<file path="src/rtl/framebuffer_writer_pkg.sv">
// Shared constants, FSM encoding and the frame-buffer address helper.
package framebuffer_writer_pkg;

  localparam int SCREEN_W  = 320;
  localparam int SCREEN_H  = 240;
  localparam int FB_ADDR_W = 17;
  localparam int COLOR_W   = 3;

  typedef enum logic [1:0] {
    IDLE  = 2'd0,
    DRAIN = 2'd1,
    CLEAR = 2'd2
  } state_t;

  // y*320 + x as (y<<8) + (y<<6) + x, so no multiplier is needed
  function automatic logic [FB_ADDR_W-1:0] fb_addr(input logic [8:0] x, input logic [7:0] y);
    return {1'b0, y, 8'b0} + {3'b0, y, 6'b0} + {8'b0, x};
  endfunction

endpackage

</file>
<file path="src/rtl/framebuffer_writer_pixel_fifo.sv">
// Small synchronous FIFO holding {addr, color} pixel entries.
module framebuffer_writer_pixel_fifo
  import framebuffer_writer_pkg::*;
#(
  parameter int DEPTH = 4,
  parameter int WIDTH = FB_ADDR_W + COLOR_W
) (
  input  logic                     clk,
  input  logic                     resetn,
  input  logic                     i_push,
  input  logic                     i_pop,
  input  logic [WIDTH-1:0]         i_din,
  output logic [WIDTH-1:0]         o_dout,
  output logic                     o_full,
  output logic                     o_empty,
  output logic [$clog2(DEPTH):0]   o_count
);

  localparam int AW = $clog2(DEPTH);
  localparam logic [AW:0] FULL_CNT = DEPTH[AW:0];

  logic [WIDTH-1:0] r_mem [DEPTH];
  logic [AW:0]      r_wr_ptr;
  logic [AW:0]      r_rd_ptr;

  // pointers carry one extra wrap bit so full and empty are distinguishable
  assign o_count = r_wr_ptr - r_rd_ptr;
  assign o_full  = (o_count == FULL_CNT);
  assign o_empty = (r_wr_ptr == r_rd_ptr);
  assign o_dout  = r_mem[r_rd_ptr[AW-1:0]];

  // pointer update; reset discards any queued entries
  always_ff @(posedge clk or negedge resetn) begin
    if (!resetn) begin
      r_wr_ptr <= '0;
      r_rd_ptr <= '0;
    end else begin
      if (i_push) r_wr_ptr <= r_wr_ptr + 1'b1;
      if (i_pop)  r_rd_ptr <= r_rd_ptr + 1'b1;
    end
  end

  // storage array, no reset needed since empty flag gates reads
  always_ff @(posedge clk) begin
    if (i_push) r_mem[r_wr_ptr[AW-1:0]] <= i_din;
  end

endmodule

</file>
<file path="src/rtl/framebuffer_writer.sv">
// Pixel sink: clips, queues and writes pixels to the frame RAM, plus full-screen clear.
module framebuffer_writer
  import framebuffer_writer_pkg::*;
#(
  parameter int FIFO_DEPTH = 4,
  parameter int SCREEN_W   = 320,
  parameter int SCREEN_H   = 240
) (
  input  logic        clk,
  input  logic        resetn,
  input  logic [8:0]  pix_x,
  input  logic [7:0]  pix_y,
  input  logic [2:0]  pix_color,
  input  logic        pix_we,
  output logic        pix_ready,
  input  logic        clear_start,
  input  logic [2:0]  clear_color,
  output logic        clear_done,
  output logic        busy,
  input  logic        disp_req,
  output logic [16:0] mem_addr,
  output logic [2:0]  mem_data,
  output logic        mem_we,
  output logic [15:0] drop_count
);

  localparam int CNT_W   = $clog2(FIFO_DEPTH) + 1;
  localparam int ENTRY_W = FB_ADDR_W + COLOR_W;
  localparam logic [FB_ADDR_W-1:0] LAST_ADDR = FB_ADDR_W'(SCREEN_W * SCREEN_H - 1);

  state_t               r_state;
  state_t               w_state_next;
  logic                 w_in_bounds;
  logic                 w_accept;
  logic                 w_push;
  logic                 w_pop;
  logic                 w_sweep_en;
  logic                 w_last_sweep;
  logic                 w_pix_ready;
  logic                 w_full;
  logic                 w_empty;
  logic [CNT_W-1:0]     w_count;
  logic [CNT_W-1:0]     w_count_next;
  logic [ENTRY_W-1:0]   w_fifo_dout;
  logic [FB_ADDR_W-1:0] r_sweep;
  logic [FB_ADDR_W-1:0] r_mem_addr;
  logic [COLOR_W-1:0]   r_mem_data;
  logic [COLOR_W-1:0]   r_clear_color;
  logic                 r_mem_we;
  logic                 r_last_wr;
  logic                 r_clear_done;
  logic                 r_busy;
  logic [15:0]          r_drop_count;

  // off-screen pixels are still handshaken so the renderer never stalls on them
  assign w_in_bounds  = (int'(pix_x) < SCREEN_W) && (int'(pix_y) < SCREEN_H);
  assign w_accept     = pix_we && w_pix_ready;
  assign w_push       = w_accept && w_in_bounds;
  assign w_last_sweep = w_sweep_en && (r_sweep == LAST_ADDR);
  assign w_count_next = w_count + CNT_W'(w_push) - CNT_W'(w_pop);

  framebuffer_writer_pixel_fifo #(
    .DEPTH (FIFO_DEPTH),
    .WIDTH (ENTRY_W)
  ) u_pixel_fifo (
    .clk     (clk),
    .resetn  (resetn),
    .i_push  (w_push),
    .i_pop   (w_pop),
    .i_din   ({fb_addr(pix_x, pix_y), pix_color}),
    .o_dout  (w_fifo_dout),
    .o_full  (w_full),
    .o_empty (w_empty),
    .o_count (w_count)
  );

  // state register
  always_ff @(posedge clk or negedge resetn) begin
    if (!resetn) r_state <= IDLE;
    else         r_state <= w_state_next;
  end

  // next-state logic; a pixel pushed alongside clear_start must drain first
  always_comb begin
    w_state_next = r_state;
    case (r_state)
      IDLE:    if (clear_start) w_state_next = (!w_empty || w_push) ? DRAIN : CLEAR;
      DRAIN:   if (w_count_next == '0) w_state_next = CLEAR;
      CLEAR:   if (w_last_sweep) w_state_next = IDLE;
      default: w_state_next = IDLE;
    endcase
  end

  // per-state controls: input handshake, FIFO pop, sweep write enable
  always_comb begin
    w_pix_ready = 1'b0;
    w_pop       = 1'b0;
    w_sweep_en  = 1'b0;
    case (r_state)
      IDLE: begin
        w_pix_ready = !w_full;
        w_pop       = !w_empty && !disp_req;
      end
      DRAIN:   w_pop      = !w_empty && !disp_req;
      CLEAR:   w_sweep_en = !disp_req;
      default: ;
    endcase
  end

  // RAM write port: FIFO head or sweep address, idle while display owns the port
  always_ff @(posedge clk or negedge resetn) begin
    if (!resetn) begin
      r_mem_we   <= 1'b0;
      r_mem_addr <= '0;
      r_mem_data <= '0;
    end else begin
      r_mem_we <= 1'b0;
      if (w_pop) begin
        r_mem_we   <= 1'b1;
        r_mem_addr <= w_fifo_dout[ENTRY_W-1:COLOR_W];
        r_mem_data <= w_fifo_dout[COLOR_W-1:0];
      end else if (w_sweep_en) begin
        r_mem_we   <= 1'b1;
        r_mem_addr <= r_sweep;
        r_mem_data <= r_clear_color;
      end
    end
  end

  // sweep counter restarts at zero every time CLEAR is entered
  always_ff @(posedge clk or negedge resetn) begin
    if (!resetn)               r_sweep <= '0;
    else if (r_state != CLEAR) r_sweep <= '0;
    else if (w_sweep_en)       r_sweep <= r_sweep + 1'b1;
  end

  // clear colour latch, done pulse one edge after the final write and busy flag
  always_ff @(posedge clk or negedge resetn) begin
    if (!resetn) begin
      r_clear_color <= '0;
      r_last_wr     <= 1'b0;
      r_clear_done  <= 1'b0;
      r_busy        <= 1'b0;
    end else begin
      if (r_state == IDLE && clear_start) r_clear_color <= clear_color;
      r_last_wr    <= w_last_sweep;
      r_clear_done <= r_last_wr;
      r_busy       <= (w_state_next != IDLE) || (w_count_next != '0);
    end
  end

  // saturating count of clipped pixels
  always_ff @(posedge clk or negedge resetn) begin
    if (!resetn) r_drop_count <= '0;
    else if (w_accept && !w_in_bounds && r_drop_count != 16'hFFFF)
      r_drop_count <= r_drop_count + 16'd1;
  end

  assign pix_ready  = w_pix_ready;
  assign mem_we     = r_mem_we;
  assign mem_addr   = r_mem_addr;
  assign mem_data   = r_mem_data;
  assign clear_done = r_clear_done;
  assign busy       = r_busy;
  assign drop_count = r_drop_count;

endmodule

</file>
<file path="config.mk">
export PLATFORM = sky130hd
export DESIGN_NAME = framebuffer_writer
export DESIGN_NICKNAME = d
export VERILOG_FILES = /design/src/rtl/framebuffer_writer_pkg.sv /design/src/rtl/framebuffer_writer_pixel_fifo.sv /design/src/rtl/framebuffer_writer.sv
export SDC_FILE = /design/constraint.sdc
export NUM_CORES = 1
export LEC_CHECK = 0
export BUFFER_PORTS_ARGS = -buffer_cell sky130_fd_sc_hd__clkbuf_2
export CORE_MARGIN = 5
export CORE_UTILIZATION = 40
export CTS_CLUSTER_SIZE = 10
export DETAILED_ROUTE_END_ITERATION = 8
export PLACE_DENSITY_LB_ADDON = 0.12
export SYNTH_ARGS = -nofsm -noshare
export SYNTH_HDL_FRONTEND = slang
export SYNTH_HIERARCHICAL = 1
export SYNTH_SLANG_ARGS = --single-unit
</file>
<file path="constraint.sdc">
create_clock -name clk -period 5.5 [get_ports clk]
set_input_delay 0.275 -clock clk [delete_from_list [all_inputs] [get_ports clk]]
set_output_delay 0.275 -clock clk [all_outputs]
set_load 0.01 [all_outputs]
</file>
# Yosys cells after proc, flatten, opt, wreduce, memory -nomap -nowiden
# Memories as Yosys holds them, arrays and structs flattened.
# Cells that the tools add are included.
[word_totals]
memories = 1
ramBits = 80
word_cells = 70
latchBits = 0
regBits = 68
out_inout_bits = 40
inputBits = 28
romBits = 0
[op_classes]
mux = 18
order_cmp = 2
bitwise = 0
n_reduce_logical = 21
div = 0
addsub = 9
eq_ne = 7
shift = 0
multipliers = 0
[memory_table]
columns = ["name", "depth", "word_bits", "read_ports", "rd_ports_with_merged_regs", "wr", "line", "source"]
rows = [
  ["u_pixel_fifo.r_mem", 4, 20, 1, 0, 1, "framebuffer_writer_pixel_fifo.sv:22", "logic [WIDTH-1:0] r_mem [DEPTH];"],
]
[op_table]
columns = ["op", "n"]
rows = [
  ["$mux W17", 4],
  ["$add A16 B14 Y17", 1],
  ["$add A17 B1 Y17 const B", 1],
  ["$add A17 B9 Y17", 1],
  ["$eq A17 B17 Y1 const B", 1],
  ["$add A16 B1 Y16 const B", 1],
  ["$ne A16 B16 Y1 const B", 1],
  ["$lt A9 B9 Y1 const B", 1],
  ["$logic_and A1 B1 Y1", 8],
  ["$lt A8 B8 Y1 const B", 1],
  ["$mux W2", 4],
  ["$mux W1", 7],
  ["$add A3 B1 Y3 const B", 2],
  ["$mux W3", 2],
  ["$pmux W2 S3", 1],
  ["$reduce_bool A2 Y1", 3],
  ["$logic_not A1 Y1", 4],
  ["$add A3 B1 Y3", 1],
  ["$eq A3 B3 Y1", 1],
  ["$eq A3 B3 Y1 const B", 1],
  ["$logic_not A3 Y1", 1],
  ["$reduce_bool A3 Y1", 1],
  ["$sub A3 B1 Y3", 1],
  ["$sub A3 B3 Y3", 1],
  ["other kinds (6)", 7],
]

# Longest topological paths before layout
# Gate-level depths: netlist of run 1.
[logic_depth]
depth_word = 13
ltp_mapped = 15
ltp_nobuf = 15

# By module
# Netlist of run 1, hierarchy kept.
[by_module_without_submodules]
columns = ["module", "cells_per_inst", "area_per_inst_um2", "seq_area_each_um2", "instances"]
rows = [
  ["framebuffer_writer", 339, 3437.0, 1551.5, 1],
  ["framebuffer_writer_pixel_fifo", 142, 3296.9, 2552.4, 1],
]

# Least setup slack after synthesis of run 1
# OpenSTA, ideal clock, no wires.
[synth_path]
path_type = "flip-flop to flip-flop"
startpoint = "register u_pixel_fifo.r_rd_ptr[1]"
endpoint = "register r_state[0]"
path_stages_with_launch = 15
path_buffers = 1
setup_time_ns = 0.077
path_slack_ns = 2.138
required_time_ns = 5.423
arrival_ns = 3.285
synth_period_minus_slack_ns = 3.362
path_cell_list = "dfrtp_1 > buf_2 > inv_1 > fa_1 > or3b_2 > mux2i_1 > or4b_4 > nor2_1 > ha_1 > fa_1 > xnor2_1 > xnor2_1 > nor3_1 > or2b_1 > a21oi_1"
[synth_via]
elab_chain_cells = 11
word_cells_on_any_way = 18
cone_classes = "3 x add/sub; 2 x eq/ne; 6 x mux; 7 x reduce/logical"
[synth_rtl]
columns = ["element", "line", "source"]
rows = [
  ["start, declared", "framebuffer_writer_pixel_fifo.sv:24", "logic [AW:0] r_rd_ptr;"],
  ["start signal, assigned", "framebuffer_writer_pixel_fifo.sv:39", "if (i_pop) r_rd_ptr <= r_rd_ptr + 1'b1;"],
  ["$sub A3 B3 Y3 *", "framebuffer_writer_pixel_fifo.sv:27", "assign o_count = r_wr_ptr - r_rd_ptr;"],
  ["via w_count[1]", "framebuffer_writer.sv:42", "logic [CNT_W-1:0] w_count;"],
  ["$eq A3 B3 Y1 *", "framebuffer_writer_pixel_fifo.sv:28", "assign o_full = (o_count == FULL_CNT);"],
  ["via w_full", "framebuffer_writer.sv:40", "logic w_full;"],
  ["$logic_not A1 Y1 *", "framebuffer_writer.sv:101", "w_pix_ready = !w_full;"],
  ["$mux W1 *", "framebuffer_writer.sv:99", "case (r_state)"],
  ["$logic_and A1 B1 Y1 *", "framebuffer_writer.sv:57", "assign w_accept = pix_we && w_pix_ready;"],
  ["$logic_and A1 B1 Y1 *", "framebuffer_writer.sv:58", "assign w_push = w_accept && w_in_bounds;"],
  ["via w_push", "framebuffer_writer.sv:35", "logic w_push;"],
  ["$add A3 B1 Y3", "framebuffer_writer.sv:60", "assign w_count_next = w_count + CNT_W'(w_push) - CNT_W'(w_pop);"],
  ["$sub A3 B1 Y3", "framebuffer_writer.sv:60", ""],
  ["$logic_not A3 Y1", "framebuffer_writer.sv:88", "DRAIN: if (w_count_next == '0) w_state_next = CLEAR;"],
  ["$mux W2", "framebuffer_writer.sv:88", ""],
  ["$pmux W2 S3 *", "framebuffer_writer.sv:86", "case (r_state)"],
  ["via w_state_next[0]", "framebuffer_writer.sv:32", "state_t w_state_next;"],
  ["end signal, assigned", "framebuffer_writer.sv:80", "else r_state <= w_state_next;"],
  ["end, declared", "framebuffer_writer.sv:31", "state_t r_state;"],
]
# Mark *: on every way through the listed nets, which the timed path passes. The rest lies on a longest branch.
# A chain may end at the register's enable or synchronous reset.

# Final worst setup path of run 1
[layout_path]
startpoint = "register u_pixel_fifo.r_rd_ptr[0]"
endpoint = "register r_state[0]"
# Same word-level chain as after synthesis.

==> results of run 1 <==
==> area by class of cell <==
type	instances	area [um2]	area share, %
flip-flops and latches	148	4100	51.8
multi-input cells	302	2480	31.3
clock buffers	21	470	5.93
repair buffers	76	403	5.08
well taps	220	275	3.47
clock inverters	11	151	1.91
inverters	12	45.0	0.568
==> how the worst min path moves through the flow <==
| stage | startpoint | to | cells after the start | slack, ps |
|---|---|---|---|---|
| global route | pix_color[2] | u_pixel_fifo/r_mem[3][2] | 1 | 70 |
| finish | resetn | drop_count[8] | 2 | 30 |
| detailed placement | r_last_wr | clear_done | 0 | 340 |
| CTS | pix_color[2] | u_pixel_fifo/r_mem[3][2] | 1 | 60 |
| global placement | r_last_wr | clear_done | 0 | 340 |
| floorplan | resetn | busy | 0 | -20 |
==> flip-flops by register name (all words and copies together) (netlist names) <==
register and flops:
busy 1, clear_done 1, drop_count 16, mem_addr 17, mem_data 3, mem_we 1, r_clear_color 3, r_last_wr 1
r_state 2, r_sweep 17, u_pixel_fifo/r_mem 80, u_pixel_fifo/r_rd_ptr 3, u_pixel_fifo/r_wr_ptr 3
==> cells in the final DEF (no fill, tap or decap), types with 5 or more instances in the layout <==
| master | Yosys | routed |
|---|---|---|
| mux4_2 | 19 | 19 |
| nor3_1 | 7 | 7 |
| and3_1 | 5 | 5 |
| nand2_1 | 40 | 40 |
| buf_4 | 0 | 9 |
| and2_1 | 6 | 6 |
| nor2_1 | 30 | 29 |
| edfxtp_1 | 80 | 80 |
| a21oi_1 | 8 | 8 |
| nand3_1 | 13 | 13 |
| xor2_1 | 25 | 25 |
| mux2i_1 | 23 | 23 |
| nand4_1 | 8 | 8 |
| clkbuf_16 | 0 | 17 |
| xnor2_1 | 17 | 17 |
| mux2_2 | 5 | 5 |
| ha_1 | 25 | 25 |
| dfrtp_1 | 68 | 68 |
| inv_1 | 12 | 12 |
| clkbuf_2 | 1 | 66 |
| o21ai_0 | 30 | 30 |
==> cell families after synthesis <==
kind of cell | share of synthesized area, %
flip-flops | 60.9
AND/OR/NAND/NOR | 10.2
AO/OA/AOI/OAI | 4.31
multiplexers | 11.0
XOR/XNOR | 5.46
buffers and inverters | 2.27
adder cells (fa/ha/maj) | 5.83
==> worst max-delay path, delay by kind of cell (launching register included) <==
kind | cells | cell delay (ps)
multiplexers | 1 | 90
AND/OR/NAND/NOR | 5 | 1510
AO/OA/AOI/OAI | 1 | 50
flip-flops | 1 | 320
adder cells (fa/ha/maj) | 4 | 1420
buffers and inverters | 2 | 450
==> per-layer routing <==
layer  track usage, %  routed length, um  vias up
met1             20.7               6360     1938
met4             4.33                175        0
met2             22.8               6540       72
met3             3.91                603       18
li1                 -                  -     1910
met5                0                  0        -
==> metrics by stage <==
stage               hold WS (ps)  cells  utilization (%)  total power [W]
floorplan                  -20.6    481                -          0.00236
global placement             336    758             44.2          0.00271
detailed placement           342    758             44.2          0.00273
CTS                         59.7    790             48.0          0.00394
global route                69.4    790             48.0          0.00413
finish                      33.2    790             48.0          0.00388
==> where the power goes <==
group	switching [W]	internal, W	total, W
clock	0.000447	0.000752	0.00120
sequential	0.000122	0.00139	0.00151
combinational	0.000651	0.000521	0.00117
total	0.00122	0.00267	0.00388
==> results.ini, run 1 <==
[status]
outcome = finished clean

[yosys]
ys_types = 49
ys.flop_type = edfxtp_1
yosysWarnings = 6
syn_nets = 538
yosysMostFrequentCell = edfxtp_1
synth_seq_area_share_pct = 60.9
syn_inst = 481
synth.ff_latch_count = 148
ys_async_sr_fraction_pct = 45.9
syn_area_um2 = 6730
synth_top_area_cell = edfxtp_1
ys_top_cells_by_count = edfxtp_1, dfrtp_1, nand2_1
synth_top_area_share_pct = 35.7
avgSynthCellArea_um2 = 14.0
synth_area_leaders = edfxtp_1, dfrtp_1, mux4_2, ha_1, mux2i_1
synth-edff-count = 80

[sta]
fin_crit_sh_pct = 72.1
final-setup-viol-count = 0
hold_violations = 0
drv_slew = 0
fmax_mhz = 252
fin_crit_ps = 3960
finalSetupTns_ps = 0
skew_ps = 6.07
fin_ws_ps = 1540
worst_pin_slew_ps = 887
relSlewSlack_pct = 40.5
rsz0062_at_grt = false

[cts]
numCtsBuffers = 17
clk_latency_ps = 420
postCtsSetupRepairBufs = 0
cts_tree = yes
cts.repair.resized = 0
clk_pin_slew_worst_paths_ps = 60
clockBufferDepth = 2
root_buffer = clkbuf_16
cts.sinks = 148
h-tree-depth = 4
holdBufCountCts = 0

[grt]
grt_pass1_vias = 4088
grt_max_degree = 69
grt-ovfl-total = 0
grt_pass1_wl_um = 22600
grt_usage_pct = 14.8
antenna_found_initial = 0

[setup_path]
worst_r2r_endpoint = r_state[0]
critPathSlowestCell = or4b_4
r2r_slack_ps = 1540
reg2reg_from = u_pixel_fifo/r_rd_ptr[0]
startpoint = u_pixel_fifo/r_rd_ptr[0]
slowest_delay_ps = 530
crit_chain = buf_4 -> ha_1 -> inv_1 -> fa_1 -> nand3b_1 -> mux2i_1 -> or4b_4 -> nor2_1 -> ha_1 -> fa_1 -> nor3_1 -> or2b_1 -> a21oi_1
worstSetupEndpointType = flop
critPathArrivalTime_ps = 4260
reg2reg_depth = 13
cp-endpoint = r_state[0]
worstPathRequired_ps = 5790
path_class = flop to flop
path_max_fanout = 23
start_kind = flop

[job]
cap_viol_max_count = 0

[drt]
wl_um = 13700
drc_errors = 0
ant_nets = 0
vias = 3938
vias_per_cell = 4.98
drtIter0Drc = 222
drt_pre_antenna_iters = 4
wire_per_inst_um = 17.3

[finish]
diodes = 0
postLayoutCellArea_um2 = 7930
final_nets = 614
drive_gt1_share_pct = 24.9
syn_to_final_growth_pct = 17.7
fillers = 1464

[die]
num_io_pins = 68
coreArea_um2 = 16500
die_x_um = 140
start_util_pct = 40.8
dieArea_um2 = 19500
rows = 47
die_y_um = 140

[place]
port_buffers = 67
dp.final_hpwl_um = 9420
placed_area_um2 = 7310
place_ws_ps = 1510
gp_congestion = 0.784

[power]
peakVddDrop_mv = 0.336
powerDensity_nw_per_um2 = 490
leakagePower_nw = 3.23

[min_path]
hold_path_class = input pin to async pin

Note: power is estimated with default switching activity, not from simulation.
==> run 2: changes to the inputs <==
==> constraint.sdc (replaced) <==
create_clock -name clk -period 4.15 [get_ports clk]
set_input_delay 0.2075 -clock clk [delete_from_list [all_inputs] [get_ports clk]]
set_output_delay 0.2075 -clock clk [all_outputs]
set_load 0.01 [all_outputs]
==> results.ini, run 2 (synthesis results as in run 1) <==
[status]
outcome = finished clean

[sta]
fmax_mhz = 272  ; +7.8%
relSlewSlack_pct = 39.0  ; -1.5 points
skew_ps = 11.1  ; +5.00 ps
finalSetupTns_ps = 0  ; unchanged
fin_crit_sh_pct = 88.6  ; +17 points
drv_slew = 0  ; unchanged
fin_crit_ps = 3680  ; -288 ps
final-setup-viol-count = 0  ; unchanged
rsz0062_at_grt = false
worst_pin_slew_ps = 910  ; +22.5 ps
hold_violations = 0  ; unchanged

[place]
port_buffers = 67  ; unchanged
dp.final_hpwl_um = 9620  ; +2.2%
gp_congestion = 0.789  ; +0.62%

[die]
die_x_um = 140  ; unchanged
dieArea_um2 = 19500  ; unchanged
rows = 47  ; unchanged
die_y_um = 140  ; unchanged
coreArea_um2 = 16500  ; unchanged
num_io_pins = 68  ; unchanged
start_util_pct = 40.8  ; unchanged

[setup_path]
cp-endpoint = r_state[0]
critPathArrivalTime_ps = 4010  ; -250 ps
reg2reg_depth = 16  ; +3
worstPathRequired_ps = 4480  ; -1310 ps
worst_r2r_endpoint = r_state[0]
startpoint = u_pixel_fifo/r_wr_ptr[0]
r2r_slack_ps = 470  ; -1060 ps
reg2reg_from = u_pixel_fifo/r_wr_ptr[0]
start_kind = flop
worstSetupEndpointType = flop
path_class = flop to flop
path_max_fanout = 8  ; -65%

[cts]
root_buffer = clkbuf_16
clk_pin_slew_worst_paths_ps = 60  ; about the same
postCtsSetupRepairBufs = 0  ; unchanged
cts.sinks = 148  ; unchanged
numCtsBuffers = 17  ; unchanged
clk_latency_ps = 420  ; about the same
h-tree-depth = 4  ; unchanged
clockBufferDepth = 2  ; unchanged
cts_tree = yes

[drt]
vias_per_cell = 5.08  ; +2.0%
drc_errors = 0  ; unchanged
wire_per_inst_um = 17.5  ; +0.96%
drtIter0Drc = 240  ; +8.1%
wl_um = 13900  ; +1.9%
vias = 4051  ; +2.9%
ant_nets = 0  ; unchanged
drt_pre_antenna_iters = 4  ; unchanged

[grt]
grt_max_degree = 45  ; -35%
antenna_found_initial = 0  ; unchanged
grt_pass1_wl_um = 22700  ; +0.43%
grt-ovfl-total = 0  ; unchanged
grt_pass1_vias = 4125  ; +0.91%
grt_usage_pct = 15.0  ; +0.18 points

[finish]
syn_to_final_growth_pct = 18.4
drive_gt1_share_pct = 25.0  ; +0.044 points
diodes = 0  ; unchanged
final_nets = 621  ; +1.1%
layout_common_cells = edfxtp_1, dfrtp_1, clkbuf_2
final_common_cell = edfxtp_1
fin_util_pct = 48.2  ; +0.25 points
largest_reg_flops = 80  ; unchanged
fillers = 1467  ; +0.20%

[power]
powerDensity_nw_per_um2 = 643  ; +31%
peakVddDrop_mv = 0.336  ; about the same
leakagePower_nw = 3.25  ; +0.49%

[job]
cap_viol_max_count = 0  ; unchanged

[min_path]
hold_path_class = input pin to flop

run 2: metrics by stage:
stage	setup slack, ps	hold WS [ps]	power, W	cell area [um2]	std cells
after floorplan	788	-88.1	0.00313	6730	481
after global placement	627	288	0.00361	7310	759
after detailed placement	475	290	0.00366	7310	759
after CTS	474	0.573	0.00521	7960	796
after global routing	251	6.74	0.00545	7970	797
final	473	17.8	0.00513	7970	797
run 2: power by group:
group	total [W]	leakage, nW	internal [W]	switching, W
clock	0.00153	0.289	0.000902	0.000631
sequential	0.00200	1.60	0.00184	0.000158
combinational	0.00159	1.35	0.000700	0.000893
run 2: cell type report:
| class | instances | area (um2) | area share (%) |
|---|---|---|---|
| tap | 220 | 275 | 3.45 |
| timing repair buffer | 83 | 470 | 5.90 |
| sequential | 148 | 4100 | 51.5 |
| clock inverter | 15 | 170 | 2.14 |
| inverter | 12 | 45.0 | 0.565 |
| clock buffer | 17 | 425 | 5.34 |
| multi-input combinational | 302 | 2480 | 31.1 |
run 2: worst max-delay path, cell delays in order, from the launching register on:
cell and delay (ps):
dfrtp_1 410, inv_1 100, ha_1 200, inv_1 60
fa_1 440, or3b_2 460, mux2i_1 190, or4b_4 180
nor2_1 50, buf_4 160, ha_1 200, fa_1 370
xnor2_1 190, xnor2_1 140, nor3_1 80, or2b_1 220
a21oi_1 140
run 2: metal layers:
| layer | vias to the layer above | track usage [%] | wire (um) |
|---|---|---|---|
| met4 | 0 | 4.59 | 146 |
| met3 | 13 | 3.57 | 489 |
| met5 | - | 0 | 0 |
| met1 | 2054 | 20.1 | 6410 |
| li1 | 1919 | - | - |
| met2 | 65 | 24.2 | 6890 |
run 2: worst min-delay path by stage:
stage / from / to / cells past startpoint
finish: pix_x[4] / u_pixel_fifo/r_mem[2][7] / 1
detailed placement: resetn / drop_count[8] / 1
global route: pix_x[3] / u_pixel_fifo/r_mem[2][6] / 1
CTS: pix_color[1] / u_pixel_fifo/r_mem[3][1] / 1
floorplan: resetn / busy / 0
global placement: resetn / drop_count[6] / 1
run 2: what timing repair did:
action                    in CTS  in global routing
resized for setup              0                  0
hold endpoints to repair      46                  3
hold buffers                   5                  1
==> run 3: changes to the inputs <==
==> constraint.sdc (replaced) <==
create_clock -name clk -period 3.8 [get_ports clk]
set_input_delay 0.19 -clock clk [delete_from_list [all_inputs] [get_ports clk]]
set_output_delay 0.19 -clock clk [all_outputs]
set_load 0.01 [all_outputs]
==> results.ini, run 3 (synthesis results as in run 1) <==
[status]
outcome = finished clean

[finish]
final_nets = 627  ; +0.97%
final_common_cell = edfxtp_1
syn_to_final_growth_pct = 19.2
diodes = 0  ; unchanged
instances_no_fill = 803  ; +0.75%
layout_common_cells = edfxtp_1, dfrtp_1, clkbuf_2
drive_gt1_share_pct = 23.8  ; -1.1 points
largest_reg_flops = 80  ; unchanged
fillers = 1467  ; unchanged

[grt]
antenna_found_initial = 0  ; unchanged
grt_pass1_vias = 4255  ; +3.2%
grt_max_degree = 47  ; +4.4%
grt-ovfl-total = 0  ; unchanged
grt_pass1_wl_um = 23000  ; +1.2%
grt_usage_pct = 15.1  ; +0.10 points

[sta]
worst_hold_slack_ps = 22.4  ; +4.60 ps
fin_crit_ps = 3520  ; -155 ps
hold_violations = 0  ; unchanged
relSlewSlack_pct = 38.2  ; -0.77 points
finalSetupTns_ps = 0  ; unchanged
worst_pin_slew_ps = 921  ; +11.4 ps
fin_crit_sh_pct = 92.7  ; +4.1 points
drv_slew = 0  ; unchanged
rsz0062_at_grt = false
final-setup-viol-count = 0  ; unchanged
fmax_mhz = 284  ; +4.4%
skew_ps = 7.29  ; -3.78 ps

[setup_path]
path_class = flop to flop
worstPathRequired_ps = 4130  ; -350 ps
start_kind = flop
reg2reg_from = u_pixel_fifo/r_wr_ptr[0]
worst_r2r_endpoint = r_state[0]
reg2reg_depth = 15  ; -1
r2r_slack_ps = 280  ; -200 ps
worstSetupEndpointType = flop
path_max_fanout = 4  ; -4
critPathArrivalTime_ps = 3860  ; -150 ps

[place]
port_buffers = 67  ; unchanged
gp_congestion = 0.835  ; +5.9%
dp.final_hpwl_um = 9600  ; -0.23%
place_inst = 759  ; unchanged

[drt]
vias = 4026  ; -0.62%
dr.max_layer_used = met4
ant_nets = 0  ; unchanged
routed-wl-met2_um = 6920  ; +0.38%
vias_per_cell = 5.01  ; -1.4%
wl_met3_um = 431  ; -12%
wl_um = 14000  ; +0.15%
drt_pre_antenna_iters = 4  ; unchanged
drtIter0Drc = 219  ; -8.8%
wire_per_inst_um = 17.4  ; -0.60%
drt-met1-wl_um = 6400  ; -0.28%
drc_errors = 0  ; unchanged

[job]
cap_viol_max_count = 0  ; unchanged

[cts]
clockBufferDepth = 2  ; unchanged
clk_pin_slew_worst_paths_ps = 60  ; about the same
postCtsSetupRepairBufs = 0  ; unchanged
cts_tree = yes
root_buffer = clkbuf_16
h-tree-depth = 4  ; unchanged
clk_latency_ps = 410  ; about the same
cts.sinks = 148  ; unchanged
numCtsBuffers = 17  ; unchanged

[power]
peakVddDrop_mv = 0.384  ; +14%
power_switching_w = 0.00179  ; +6.4%
intPower_w = 0.00384  ; +11%
power_frac_comb_pct = 31.4  ; +0.3 points
powerDensity_nw_per_um2 = 701  ; +9.0%
switching_share_pct = 31.8  ; -1.0 points
pwr-share-clk_pct = 29.8  ; about the same
leakagePower_nw = 3.27  ; +0.75%
pwr-share-seq_pct = 38.8  ; -0.3 points

[die]
die_x_um = 140  ; unchanged
start_util_pct = 40.8  ; unchanged
rows = 47  ; unchanged
coreArea_um2 = 16500  ; unchanged
num_io_pins = 68  ; unchanged
dieArea_um2 = 19500  ; unchanged
die_y_um = 140  ; unchanged

[min_path]
min_path_cells = 2  ; +1
holdCritStartpoint = clear_color[0]
hold_path_class = input pin to flop
hold_path_end = r_clear_color[0]

-- run 3: worst max-delay path by stage --
stage / startpoint / end / slack, ps / depth (start not counted)
2_1_floorplan: u_pixel_fifo/r_rd_ptr[1] / r_state[0] / 440 / 14
3_3_place_gp: u_pixel_fifo/r_wr_ptr[0] / r_state[0] / 390 / 15
3_5_place_dp: u_pixel_fifo/r_wr_ptr[0] / r_state[0] / 240 / 15
4_1_cts: u_pixel_fifo/r_wr_ptr[0] / busy / 190 / 14
5_1_grt: u_pixel_fifo/r_wr_ptr[0] / r_state[0] / 60 / 15
6_report: u_pixel_fifo/r_wr_ptr[0] / r_state[0] / 280 / 15
-- run 3: through the flow --
stage	total power (W)	util (%)	worst slack, ps	instance area, um2
after floorplan	0.00342	-	438	6730
after global placement	0.00394	44.3	387	7310
after detailed placement	0.00398	44.3	244	7310
after CTS	0.00569	48.6	192	8020
after global routing	0.00599	48.6	63.4	8030
final	0.00563	48.6	278	8030
-- run 3: what timing repair did --
action / CTS / global route
endpoints found under the hold margin: 60 / 0
gates resized for setup: 0 / 1
endpoints found under the setup margin: 0 / 3
hold buffers: 12 / 0
-- run 3: final cells by class --
cell class | instances | area, um2 | share of cell area, %
Clock inverter | 10 | 134 | 1.67
Clock buffer | 22 | 454 | 5.66
Multi-Input combinational cell | 302 | 2480 | 31.0
Tap cell | 220 | 275 | 3.43
Timing Repair Buffer | 89 | 531 | 6.61
Inverter | 12 | 45.0 | 0.561
Sequential cell | 148 | 4100 | 51.1
-- run 3: per-layer routing --
layer | GRT usage (%) | up-vias
li1 | - | 1938
met1 | 19.9 | 2015
met2 | 24.6 | 57
met3 | 3.16 | 16
met4 | 5.66 | 0
met5 | 0 | -
-- run 3: power by group through the flow --
| stage | sequential (W) | clock [W] | combinational, W |
|---|---|---|---|
| floorplan | 0.00223 | 0 | 0.00119 |
| global placement | 0.00221 | 0 | 0.00173 |
| detailed placement | 0.00222 | 0 | 0.00176 |
| CTS | 0.00219 | 0.00172 | 0.00178 |
| global route | 0.00222 | 0.00178 | 0.00198 |
| finish | 0.00219 | 0.00168 | 0.00177 |
-- run 3: critical path, cell delays in order, from the launching register on --
cell and delay (ps):
dfrtp_1 400, inv_1 100, ha_1 200, inv_1 70, fa_1 440, or3b_2 460, mux2i_1 190, or4b_4 180
nor2_1 60, ha_1 210, fa_1 370, xnor2_1 190, xnor2_1 150, nor3_2 80, or2b_1 220, a21oi_1 130
